<file path="config.mk">
export PLATFORM = sky130hd
export DESIGN_NAME = m_timer_ctrl
export DESIGN_NICKNAME = d
export VERILOG_FILES = /design/src/rtl/timer_pkg.sv /design/src/rtl/m_btn_debounce.sv /design/src/rtl/m_timer_ctrl.sv
export SDC_FILE = /design/constraint.sdc
export NUM_CORES = 1
export LEC_CHECK = 0
export CAP_MARGIN = 10
export CORE_ASPECT_RATIO = 0.6
export CORE_MARGIN = 4
export CORE_UTILIZATION = 62
export CTS_CLUSTER_SIZE = 30
export DETAILED_ROUTE_END_ITERATION = 10
export PLACE_DENSITY_LB_ADDON = 0.08
export SLEW_MARGIN = 5
export SYNTH_ARGS = -nofsm -noshare
export SYNTH_HDL_FRONTEND = slang
export SYNTH_HIERARCHICAL = 1
export SYNTH_SLANG_ARGS = --single-unit
</file>
<file path="constraint.sdc">
create_clock -name clk -period 2.5 [get_ports clk]
set_clock_uncertainty 0.15 [all_clocks]
set_input_delay 0.5 -clock clk [delete_from_list [all_inputs] [get_ports clk]]
set_output_delay 0.5 -clock clk [all_outputs]
set_load 0.05 [all_outputs]
</file>
<file path="src/rtl/timer_pkg.sv">
// Shared definitions for the kitchen-timer control block: state encoding and
// default timing constants.
package timer_pkg;

  typedef enum logic [1:0] {
    ST_SET   = 2'd0,
    ST_RUN   = 2'd1,
    ST_PAUSE = 2'd2,
    ST_ALARM = 2'd3
  } state_t;

  localparam int TICK_DIV_DEF  = 50000000;
  localparam int DB_CYCLES_DEF = 1000000;

endpackage

</file>
<file path="src/rtl/m_btn_debounce.sv">
// Button conditioner: 2-flop synchronizer, stability counter and a one-cycle
// press pulse on the rising edge of the accepted level.
module m_btn_debounce
  import timer_pkg::*;
#(
  parameter int DB_CYCLES = DB_CYCLES_DEF
) (
  input  logic clk,
  input  logic rst_n,
  input  logic raw,
  output logic level,
  output logic press
);

  localparam int CW = $clog2(DB_CYCLES + 1);

  logic          sync1_r;
  logic          sync2_r;
  logic [CW-1:0] cnt_r;
  logic          level_r;
  logic          press_r;

  // Synchronize the raw input, count consecutive mismatches, flip on the last one
  always_ff @(posedge clk or negedge rst_n) begin
    if (!rst_n) begin
      sync1_r <= 1'b0;
      sync2_r <= 1'b0;
      cnt_r   <= '0;
      level_r <= 1'b0;
      press_r <= 1'b0;
    end else begin
      sync1_r <= raw;
      sync2_r <= sync1_r;
      press_r <= 1'b0;
      if (sync2_r == level_r) begin
        cnt_r <= '0;
      end else if (cnt_r == CW'(DB_CYCLES - 1)) begin
        cnt_r   <= '0;
        level_r <= sync2_r;
        press_r <= sync2_r;
      end else begin
        cnt_r <= cnt_r + CW'(1);
      end
    end
  end

  assign level = level_r;
  assign press = press_r;

endmodule

</file>
<file path="src/rtl/m_timer_ctrl.sv">
// Kitchen-timer control FSM: debounced buttons, 1 s prescaler, datapath strobes
// and alarm buzzer. Optional button auto-repeat under TIMER_AUTOREPEAT_EN.
module m_timer_ctrl
  import timer_pkg::*;
#(
  parameter int TICK_DIV   = TICK_DIV_DEF,
  parameter int DB_CYCLES  = DB_CYCLES_DEF,
  parameter int ALARM_SEC  = 10,
  parameter int BEEP_DIV   = 25000,
  parameter int REPEAT_CYC = 25000000
) (
  input  logic       clk,
  input  logic       rst_n,
  input  logic       btn_start,
  input  logic       btn_min,
  input  logic       btn_sec,
  input  logic       btn_clr,
  input  logic       dp_zero,
  output logic       dp_tick,
  output logic       dp_min_inc,
  output logic       dp_sec_inc,
  output logic       dp_clear,
  output logic       dp_run,
  output logic       buzzer,
  output logic [1:0] state
);

  localparam int PW = $clog2(TICK_DIV + 1);
  localparam int AW = $clog2(ALARM_SEC + 1);
  localparam int BW = $clog2(BEEP_DIV + 1);

  logic lvl_start, lvl_min, lvl_sec, lvl_clr;
  logic p_start, p_min, p_sec, p_clr;
  logic act_clr_s, act_start_s, act_min_s, act_sec_s, any_press_s;
  logic rpt_min_s, rpt_sec_s;
  logic unused_s;

  state_t        state_r, state_nx;
  logic [PW-1:0] presc_r;
  logic [AW-1:0] alarm_r;
  logic [BW-1:0] beep_r;
  logic          buzzer_r;
  logic          tick_r, min_r, sec_r, clr_r, run_r;
  logic          tick_s, min_s, sec_s, clr_s, presc_clr_s, wrap_s;

  m_btn_debounce #(.DB_CYCLES(DB_CYCLES)) u_db_start (.clk(clk), .rst_n(rst_n), .raw(btn_start), .level(lvl_start), .press(p_start));
  m_btn_debounce #(.DB_CYCLES(DB_CYCLES)) u_db_min   (.clk(clk), .rst_n(rst_n), .raw(btn_min),   .level(lvl_min),   .press(p_min));
  m_btn_debounce #(.DB_CYCLES(DB_CYCLES)) u_db_sec   (.clk(clk), .rst_n(rst_n), .raw(btn_sec),   .level(lvl_sec),   .press(p_sec));
  m_btn_debounce #(.DB_CYCLES(DB_CYCLES)) u_db_clr   (.clk(clk), .rst_n(rst_n), .raw(btn_clr),   .level(lvl_clr),   .press(p_clr));

  // Only the highest-priority press of a cycle acts: clr > start > min > sec
  assign act_clr_s   = p_clr;
  assign act_start_s = p_start & ~p_clr;
  assign act_min_s   = p_min & ~p_clr & ~p_start;
  assign act_sec_s   = p_sec & ~p_clr & ~p_start & ~p_min;
  assign any_press_s = p_clr | p_start | p_min | p_sec;
  assign wrap_s      = (presc_r == PW'(TICK_DIV - 1));

  assign unused_s = ^{lvl_start, lvl_clr, lvl_min, lvl_sec, (REPEAT_CYC > 0)};

`ifdef TIMER_AUTOREPEAT_EN
  localparam int RW = $clog2(REPEAT_CYC + 1);
  logic [RW-1:0] rpt_cnt_r;
  logic          rpt_on_r;
  logic          rpt_sel_sec_r;
  logic          held_s, rpt_due_s;

  assign held_s    = rpt_sel_sec_r ? lvl_sec : lvl_min;
  assign rpt_due_s = rpt_on_r & held_s & (state_r == ST_SET) & ~any_press_s &
                     (rpt_cnt_r == RW'(REPEAT_CYC - 1));
  assign rpt_min_s = rpt_due_s & ~rpt_sel_sec_r;
  assign rpt_sec_s = rpt_due_s & rpt_sel_sec_r;

  // Repeat timer: armed by a min/sec press in SET, dropped on release or another press
  always_ff @(posedge clk or negedge rst_n) begin
    if (!rst_n) begin
      rpt_cnt_r     <= '0;
      rpt_on_r      <= 1'b0;
      rpt_sel_sec_r <= 1'b0;
    end else if ((state_r != ST_SET) || act_clr_s || act_start_s) begin
      rpt_cnt_r <= '0;
      rpt_on_r  <= 1'b0;
    end else if (act_min_s || act_sec_s) begin
      rpt_cnt_r     <= '0;
      rpt_on_r      <= 1'b1;
      rpt_sel_sec_r <= act_sec_s;
    end else if (!held_s) begin
      rpt_cnt_r <= '0;
      rpt_on_r  <= 1'b0;
    end else if (rpt_cnt_r == RW'(REPEAT_CYC - 1)) begin
      rpt_cnt_r <= '0;
    end else begin
      rpt_cnt_r <= rpt_cnt_r + RW'(1);
    end
  end
`else
  assign rpt_min_s = 1'b0;
  assign rpt_sec_s = 1'b0;
`endif

  // Next-state and strobe decode
  always_comb begin
    state_nx    = state_r;
    tick_s      = 1'b0;
    min_s       = 1'b0;
    sec_s       = 1'b0;
    clr_s       = 1'b0;
    presc_clr_s = 1'b0;
    case (state_r)
      ST_SET: begin
        if (act_clr_s) begin
          clr_s = 1'b1;
        end else if (act_start_s) begin
          if (!dp_zero) begin
            state_nx    = ST_RUN;
            presc_clr_s = 1'b1;
          end else begin
            state_nx = ST_SET;
          end
        end else if (act_min_s || rpt_min_s) begin
          min_s = 1'b1;
        end else if (act_sec_s || rpt_sec_s) begin
          sec_s = 1'b1;
        end else begin
          state_nx = ST_SET;
        end
      end
      ST_RUN: begin
        if (act_clr_s) begin
          state_nx = ST_SET;
          clr_s    = 1'b1;
        end else if (dp_zero) begin
          state_nx    = ST_ALARM;
          presc_clr_s = 1'b1;
        end else if (act_start_s) begin
          state_nx = ST_PAUSE;
          tick_s   = wrap_s;
        end else begin
          tick_s = wrap_s;
        end
      end
      ST_PAUSE: begin
        if (act_clr_s) begin
          state_nx = ST_SET;
          clr_s    = 1'b1;
        end else if (act_start_s) begin
          state_nx = ST_RUN;
        end else begin
          state_nx = ST_PAUSE;
        end
      end
      ST_ALARM: begin
        if (any_press_s) begin
          state_nx = ST_SET;
        end else if (wrap_s && (alarm_r == AW'(ALARM_SEC - 1))) begin
          state_nx = ST_SET;
        end else begin
          state_nx = ST_ALARM;
        end
      end
      default: state_nx = ST_SET;
    endcase
  end

  // State, prescaler, alarm seconds and buzzer divider
  always_ff @(posedge clk or negedge rst_n) begin
    if (!rst_n) begin
      state_r  <= ST_SET;
      presc_r  <= '0;
      alarm_r  <= '0;
      beep_r   <= '0;
      buzzer_r <= 1'b0;
    end else begin
      state_r <= state_nx;
      // PAUSE and SET hold the prescaler so a partial second survives a pause
      if (presc_clr_s) begin
        presc_r <= '0;
      end else if ((state_r == ST_RUN) || (state_r == ST_ALARM)) begin
        presc_r <= wrap_s ? '0 : presc_r + PW'(1);
      end else begin
        presc_r <= presc_r;
      end
      if (state_r != ST_ALARM) begin
        alarm_r <= '0;
      end else if (wrap_s) begin
        alarm_r <= alarm_r + AW'(1);
      end else begin
        alarm_r <= alarm_r;
      end
      if ((state_r != ST_ALARM) || (state_nx != ST_ALARM)) begin
        beep_r   <= '0;
        buzzer_r <= 1'b0;
      end else if (beep_r == BW'(BEEP_DIV - 1)) begin
        beep_r   <= '0;
        buzzer_r <= ~buzzer_r;
      end else begin
        beep_r <= beep_r + BW'(1);
      end
    end
  end

  // Registered datapath strobes and mode
  always_ff @(posedge clk or negedge rst_n) begin
    if (!rst_n) begin
      tick_r <= 1'b0;
      min_r  <= 1'b0;
      sec_r  <= 1'b0;
      clr_r  <= 1'b0;
      run_r  <= 1'b0;
    end else begin
      tick_r <= tick_s;
      min_r  <= min_s;
      sec_r  <= sec_s;
      clr_r  <= clr_s;
      run_r  <= (state_nx == ST_RUN);
    end
  end

  assign dp_tick    = tick_r;
  assign dp_min_inc = min_r;
  assign dp_sec_inc = sec_r;
  assign dp_clear   = clr_r;
  assign dp_run     = run_r;
  assign buzzer     = buzzer_r;
  assign state      = state_r;

endmodule

</file>
# Yosys cells after proc, flatten, opt, wreduce, memory -nomap -nowiden
# Cells that the tools add are included.
[word_totals]
inputBits = 7
reg_bits = 149
word_cells = 141
output_inout_bits = 8
[op_classes]
n_reduce_logical = 12
bitwise_logic = 17
muxes = 58
n_eq_ne = 17
add_sub_neg = 7
[ops]
columns = ["operator", "count"]
rows = [
  ["two-way mux 20 bit", 8],
  ["adder 20 x 1 -> 20 bit (second input constant)", 4],
  ["== test 20 bit (second input constant)", 4],
  ["two-way mux 26 bit", 3],
  ["two-way mux 1 bit", 30],
  ["two-way mux 15 bit", 2],
  ["adder 26 x 1 -> 26 bit (second input constant)", 1],
  ["== test 26 bit (second input constant)", 1],
  ["two-way mux 2 bit", 11],
  ["adder 15 x 1 -> 15 bit (second input constant)", 1],
  ["== test 15 bit (second input constant)", 1],
  ["two-way mux 4 bit", 2],
  ["NOT 1 bit", 8],
  ["case mux 2 bit (4 select lines)", 1],
  ["AND reduction 2 bit", 4],
  ["AND 1 bit", 6],
  ["nonzero test 2 bit", 3],
  ["adder 4 x 1 -> 4 bit (second input constant)", 1],
  ["== test 1 bit", 4],
  ["== test 2 x 1 -> 1 bit (second input constant)", 2],
  ["== test 2 bit (second input constant)", 2],
  ["== test 4 bit (second input constant)", 1],
  ["!= test 2 bit (second input constant)", 2],
  ["OR 1 bit", 3],
  ["other kinds (5)", 6],
]

# Logic depth before layout (Yosys ltp)
# Gate-level depths: netlist (run 1).
[depth]
word_depth = 12
depth_mapped = 8
ltp_nobuf = 6

# Modules after synthesis
# The synthesis (run 1) kept the hierarchy.
[by_module_without_submodules]
columns = ["module", "cells_each", "area_per_inst_um2", "seq_area_each_um2", "n_inst"]
rows = [
  ["m_btn_debounce at u_db_clr ...", 116, 1136.1, 600.6, 3],
  ["m_timer_ctrl", 298, 2874.0, 1326.3, 1],
  ["m_btn_debounce at u_db_sec", 110, 1137.3, 600.6, 1],
]

# Worst setup path before layout (run 1)
# OpenSTA, ideal clock, no wires.
[synth_path]
path_type = "register -> register"
from = "reg presc_r[8]"
to = "reg presc_r[25]"
arrival_time_ns = 1.941
t_required_ns = 2.231
path_buffers = 2
slack_ns = 0.291
setup_time_ns = 0.119
stages_incl_launch_ff = 8
period_less_slack_ns = 2.209
cell_sequence = "dfrtp_1 -> or4b_1 -> nor4_4 -> and2_1 -> buf_6 -> a21o_4 -> buf_6 -> nor2_1"
[synth_via]
elab_chain_len = 4
elab_cells_between_ends = 5
classes_between = "add/sub (1); eq/ne (1); mux (3)"
[synth_rtl]
columns = ["item", "line", "text"]
rows = [
  ["start: declaration", "m_timer_ctrl.sv:39", "logic [PW-1:0] presc_r;"],
  ["start signal: assignment", "m_timer_ctrl.sv:179", "presc_r <= wrap_s ? '0 : presc_r + PW'(1);"],
  ["start signal: assignment", "m_timer_ctrl.sv:181", "presc_r <= presc_r;"],
  ["adder 26 x 1 -> 26 bit or == test 26 bit (tied branches)", "m_timer_ctrl.sv:179, m_timer_ctrl.sv:57", ""],
  ["two-way mux 26 bit *", "m_timer_ctrl.sv:179", ""],
  ["two-way mux 26 bit *", "m_timer_ctrl.sv:178", "end else if ((state_r == ST_RUN) || (state_r == ST_ALARM)) begin"],
  ["two-way mux 26 bit *", "m_timer_ctrl.sv:176", "if (presc_clr_s) begin"],
]
# Every way passes the cells marked *; elsewhere a longest branch is shown, timed or not. The select of a mux whose other input is x is not followed.
# A chain may end at the register's enable or synchronous reset.

# Worst setup path in the final report (run 1)
[layout_path]
from = "reg presc_r[8]"
to = "reg presc_r[22]"
# The elaborated chain is that of the path after synthesis.

==> results, run 1 <==
- The run finished with clean final reports.
- Pin placement for this block handled 15 I/O pins.
- The adder and majority cell fraction of the synthesized area is 1.349%.
- The data arrival time of the critical path is 2580 ps.
- For this run, the number of Yosys warnings is 6.
- Counting the buffers created by CTS gives 17.
- The class of the most critical setup path is flop to flop.
- The worst path required time is 2640 ps.
- The die area is 13840 um^2.
- The xor and xnor fraction of the mapped netlist area is 9.325%.
- The synthesized-area fraction occupied by ao, oa, aoi and oai cells is 8.145%.
- In this run the core area contains 30 standard-cell rows.
- The type of element launching the critical path is a flop.
- In this run the static leakage power is 0.003514 uW.
- The TritonCTS clock tree is done.
- The y dimension of the die is 92.74 um.
- The final-report hold violation count is 0.
- The number of buffers and inverters on the critical path is 1.
- The number of nets in the synthesized netlist is 771.
- The worst hold path endpoint is u_db_sec/sync2_r$_DFF_PN0_.
- The design area is 8484 um^2.
- For this run, the leading register cell type out of synthesis is sky130_fd_sc_hd__dfrtp_1.
- The number of different library cells used by synthesis comes to 56.
- Including well taps, the total number of placed cells is 921.
- The maximum clock path buffer count is 2.
- The area overhead of the layout relative to synthesis is 14.35%.
- By area, the combinational part of the netlist is dominated by simple AND/OR/NAND/NOR gates.
- The number of maximum-capacitance constraint violations is 0.
- The sink count of the clock tree is 149.
- The path class of the tightest hold or removal check is flop to flop.
- After clock tree synthesis, the clock-pin slew on the worst setup and hold paths is 60 ps.
- The multi-input combinational cell area is 3403 um^2.
- Dividing total power by cell area gives a power density of 649.3 nW/um^2.
- The core footprint is 11490 um^2.
- The maximum clock frequency is 409.8 MHz.
- In this run the tightest slew margin relative to its limit is 56.14%.
- The effective utilization at floorplan is 64.60%.
- In this run the register-to-register setup slack is 60 ps.
- For this run the aggregate overflow at the end of global routing stands at 0.
- The cell with the largest stage delay on the worst path is sky130_fd_sc_hd__or4b_4.
- The number of antenna violations at the first check in global routing is 0.
- The synthesized area divided by synthesized cell count is 9.814 um^2.
- The clock network latency to the later pin of the worst-skew pair is 420 ps.
- The post-route netlist has 11.57% of its cells at a drive strength greater than 1.
- The library cell with the largest summed area after synthesis is sky130_fd_sc_hd__dfrtp_1.
- The cell area after placement is 7774 um^2.
- The number of pins exceeding their max-slew limit in the final report came to 0.
- By count the netlist is led by sky130_fd_sc_hd__dfrtp_1 (149), sky130_fd_sc_hd__nor2_1 (114), sky130_fd_sc_hd__nand3_1 (46).
- The total wire length after detailed routing is 15120 um.
- After synthesis, the share of flip-flops with an asynchronous set or reset is 100.0%.
- The number of detailed-routing iterations run before antenna repair is 5.
- Dividing the detail-routed wire length by the instance count gives 15.83 um.
- The synthesized design contains 149 register bits.
- Ranked by total cell area, the synthesized netlist is headed by sky130_fd_sc_hd__dfrtp_1 (50%), sky130_fd_sc_hd__nor2_1 (5.8%), sky130_fd_sc_hd__xnor2_1 (5.1%).
- Summing the areas of all and, or, nand and nor instances in the mapped netlist gives 25.83% of the synthesized area.
- The final layout net count is 797.
- The mapped cell area is 7420 um^2.
- Counting instances, the worst hold path has a depth of 0.
- The actual slew at the worst max-slew pin is 657.9 ps.
- The antenna violation net count after detailed routing is 0.
- The clock root buffer master is sky130_fd_sc_hd__clkbuf_16.
- The share of synthesized area in the top cell type comes to 50.25%.
- For the worst flop-to-flop path, the logic depth is 6.
- The combined global-route utilization of all metal layers is 23.44%.
- The most common cell in the synthesized netlist is sky130_fd_sc_hd__dfrtp_1.
- The biggest cell delay along the critical path is 590 ps.
- The critical path goes through or4b_4 > nor4_4 > buf_4 > a21oi_2 > a41oi_1 > a31oi_1.
- The number of antenna repair diodes is 0.
- The worst hold path begins at u_db_sec/sync1_r$_DFF_PN0_.
- The share of the yosys chip area belonging to registers is 50.25%.
- The final sum of negative setup slack is 0 ps.
- The minimum clock period after layout is 2440 ps.
- The weighted congestion reported at the end of routability-driven placement is 0.8775.
- The starting DRC count in detailed routing is 437.
- Buffers placed on the I/O ports in this run total 14.
- The floorplan step set the die width to 149.2 um.
- The first global-routing pass estimated 26330 um of wire.
- Of the available clock period, the critical path in the final layout requires 97.62%.
- The layout has 818 filler cells.
- In this run the critical register-to-register path is captured at presc_r[22]$_DFFE_PN0P_.
- The number of global-route vias before repair was 5405.
- STA classifies the critical path endpoint as a flop.
- Excluding fillers, the count of instances in the completed layout stands at 955.
- Measured against the total synthesized area, the mux share comes to 1.164%.
- Summing over every cut layer, the via total after detailed routing is 5642.
- The number of design rule violations left after detail routing is 0.
- Setup repair after global routing left no endpoint under its margin.
- Detailed placement finished with a half-perimeter wire length of 10220 um.
- The worst-case IR drop observed on VDD is 0.5553 mV.
- The level count of the clock H-tree is 4.
- The pin count of the biggest net entering global routing is 59.
- Setup violations remaining at the end of the flow were counted as 0.
- The synthesized design contains 0 enable-type register cells.
- The footprint of the flip-flops and latches is 3729 um^2.
- Broken down by cell family, the worst path's largest delay share belongs to simple AND/OR/NAND/NOR gates.
- In this run the worst path has a maximum fanout of 15.
- The detail-routed via count per cell is 5.908.
- The startpoint identified for the worst register-to-register timing path is presc_r[8]$_DFFE_PN0P_.
- The synthesized instance count is 756.
area by class of cell:
cell class / count / area share (%)
clock buffer: 18 / 5.176
clock inverter: 14 / 2.920
inverter: 31 / 1.371
multi-input combinational: 547 / 40.11
sequential: 149 / 43.95
tap: 160 / 2.360
timing repair buffer: 36 / 4.114
worst max path at each step:
stage | from | to | slack [ps] | cells past startpoint
5_1_grt | presc_r[8]$_DFFE_PN0P_ | presc_r[22]$_DFFE_PN0P_ | 2 | 6
4_1_cts | state[1]$_DFF_PN0_ | state[1] | 10 | 1
3_3_place_gp | presc_r[8]$_DFFE_PN0P_ | state[0]$_DFF_PN0_ | 130 | 5
3_5_place_dp | presc_r[8]$_DFFE_PN0P_ | state[1]$_DFF_PN0_ | 20 | 5
6_report | presc_r[8]$_DFFE_PN0P_ | presc_r[22]$_DFFE_PN0P_ | 60 | 6
2_1_floorplan | presc_r[8]$_DFFE_PN0P_ | presc_r[25]$_DFFE_PN0P_ | 290 | 7
registers in the layout, indices dropped and copies added, names as in the netlist, 2 cells and up:
signal,cells
u_db_clr/cnt_r,20
u_db_sec/cnt_r,20
beep_r,15
u_db_min/cnt_r,20
state,2
presc_r,26
alarm_r,4
u_db_start/cnt_r,20
metrics by stage:
step	hold WS [ps]	utilization, %	power [uW]	setup WS (ps)
final	197.1	73.87	5509	59.62
after global routing	204.7	73.87	5699	2.495
after CTS	197.7	73.75	5565	10.08
after detailed placement	184.7	67.68	2630	23.25
after global placement	183.5	67.68	2625	132.9
after floorplan	54.41	-	2543	290.7
cells in the final DEF (no fill, tap or decap), types with 8 or more instances in the layout:
cell / count
sky130_fd_sc_hd__xnor2_1: 43
sky130_fd_sc_hd__nor3_1: 16
sky130_fd_sc_hd__and2_1: 8
sky130_fd_sc_hd__or3_2: 10
sky130_fd_sc_hd__a21oi_1: 39
sky130_fd_sc_hd__nand3_1: 46
sky130_fd_sc_hd__nor4_1: 18
sky130_fd_sc_hd__inv_1: 31
sky130_fd_sc_hd__o31ai_1: 12
sky130_fd_sc_hd__or4_1: 19
sky130_fd_sc_hd__and3_1: 12
sky130_fd_sc_hd__nand2_1: 36
sky130_fd_sc_hd__o21ai_0: 21
sky130_fd_sc_hd__clkbuf_16: 17
sky130_fd_sc_hd__dfrtp_1: 149
sky130_fd_sc_hd__xor2_1: 36
sky130_fd_sc_hd__buf_4: 18
sky130_fd_sc_hd__nor2_1: 114
sky130_fd_sc_hd__ha_1: 8
sky130_fd_sc_hd__or3_1: 10
sky130_fd_sc_hd__clkdlybuf4s50_1: 12
sky130_fd_sc_hd__nand4_1: 27
where the power goes:
group / internal, uW / switching [uW]
Clock: 1910 / 1010
Sequential: 2430 / 22.7
Combinational: 40.5 / 86.7
per-layer routing:
layer | wire length, um | share of wire, % | track usage [%] | up-vias
met1 | 7379 | 49 | 34.51 | 2749
met3 | 698 | 4.6 | 4.254 | 18
met2 | 6867 | 45 | 35.80 | 143
met5 | 0 | 0 | 0 | -
met4 | 172 | 1.1 | 6.778 | 0
li1 | - | - | - | 2732
repair_timing:
action / in CTS / in global routing
setup endpoints to repair: 1 / 3
hold endpoints to repair: 36 / 0
gates resized for setup: 0 / 3
hold buffers: 1 / 0
pin swaps: 1 / 1
buffers inserted: 0 / 1
cell families after synthesis:
| kind of cell | count (synthesis) |
|---|---|
| compound gates | 97 |
| xor+xnor | 79 |
| fa+ha+maj | 8 |
| buf+inv | 60 |
| flops | 149 |
| mux | 8 |
| simple gates | 355 |
No activity file was read; power rests on OpenSTA's default activity.
==> inputs of run 2 (changes only) <==
--- a/config.mk
+++ b/config.mk
@@ -11,6 +11,7 @@
 export CORE_UTILIZATION = 62
 export CTS_CLUSTER_SIZE = 30
 export DETAILED_ROUTE_END_ITERATION = 10
+export HOLD_SLACK_MARGIN = 0.1
 export PLACE_DENSITY_LB_ADDON = 0.08
 export SLEW_MARGIN = 5
 export SYNTH_ARGS = -nofsm -noshare
==> results of run 2 <==
Final layout, timing and power as in run 1 (identical DEF).
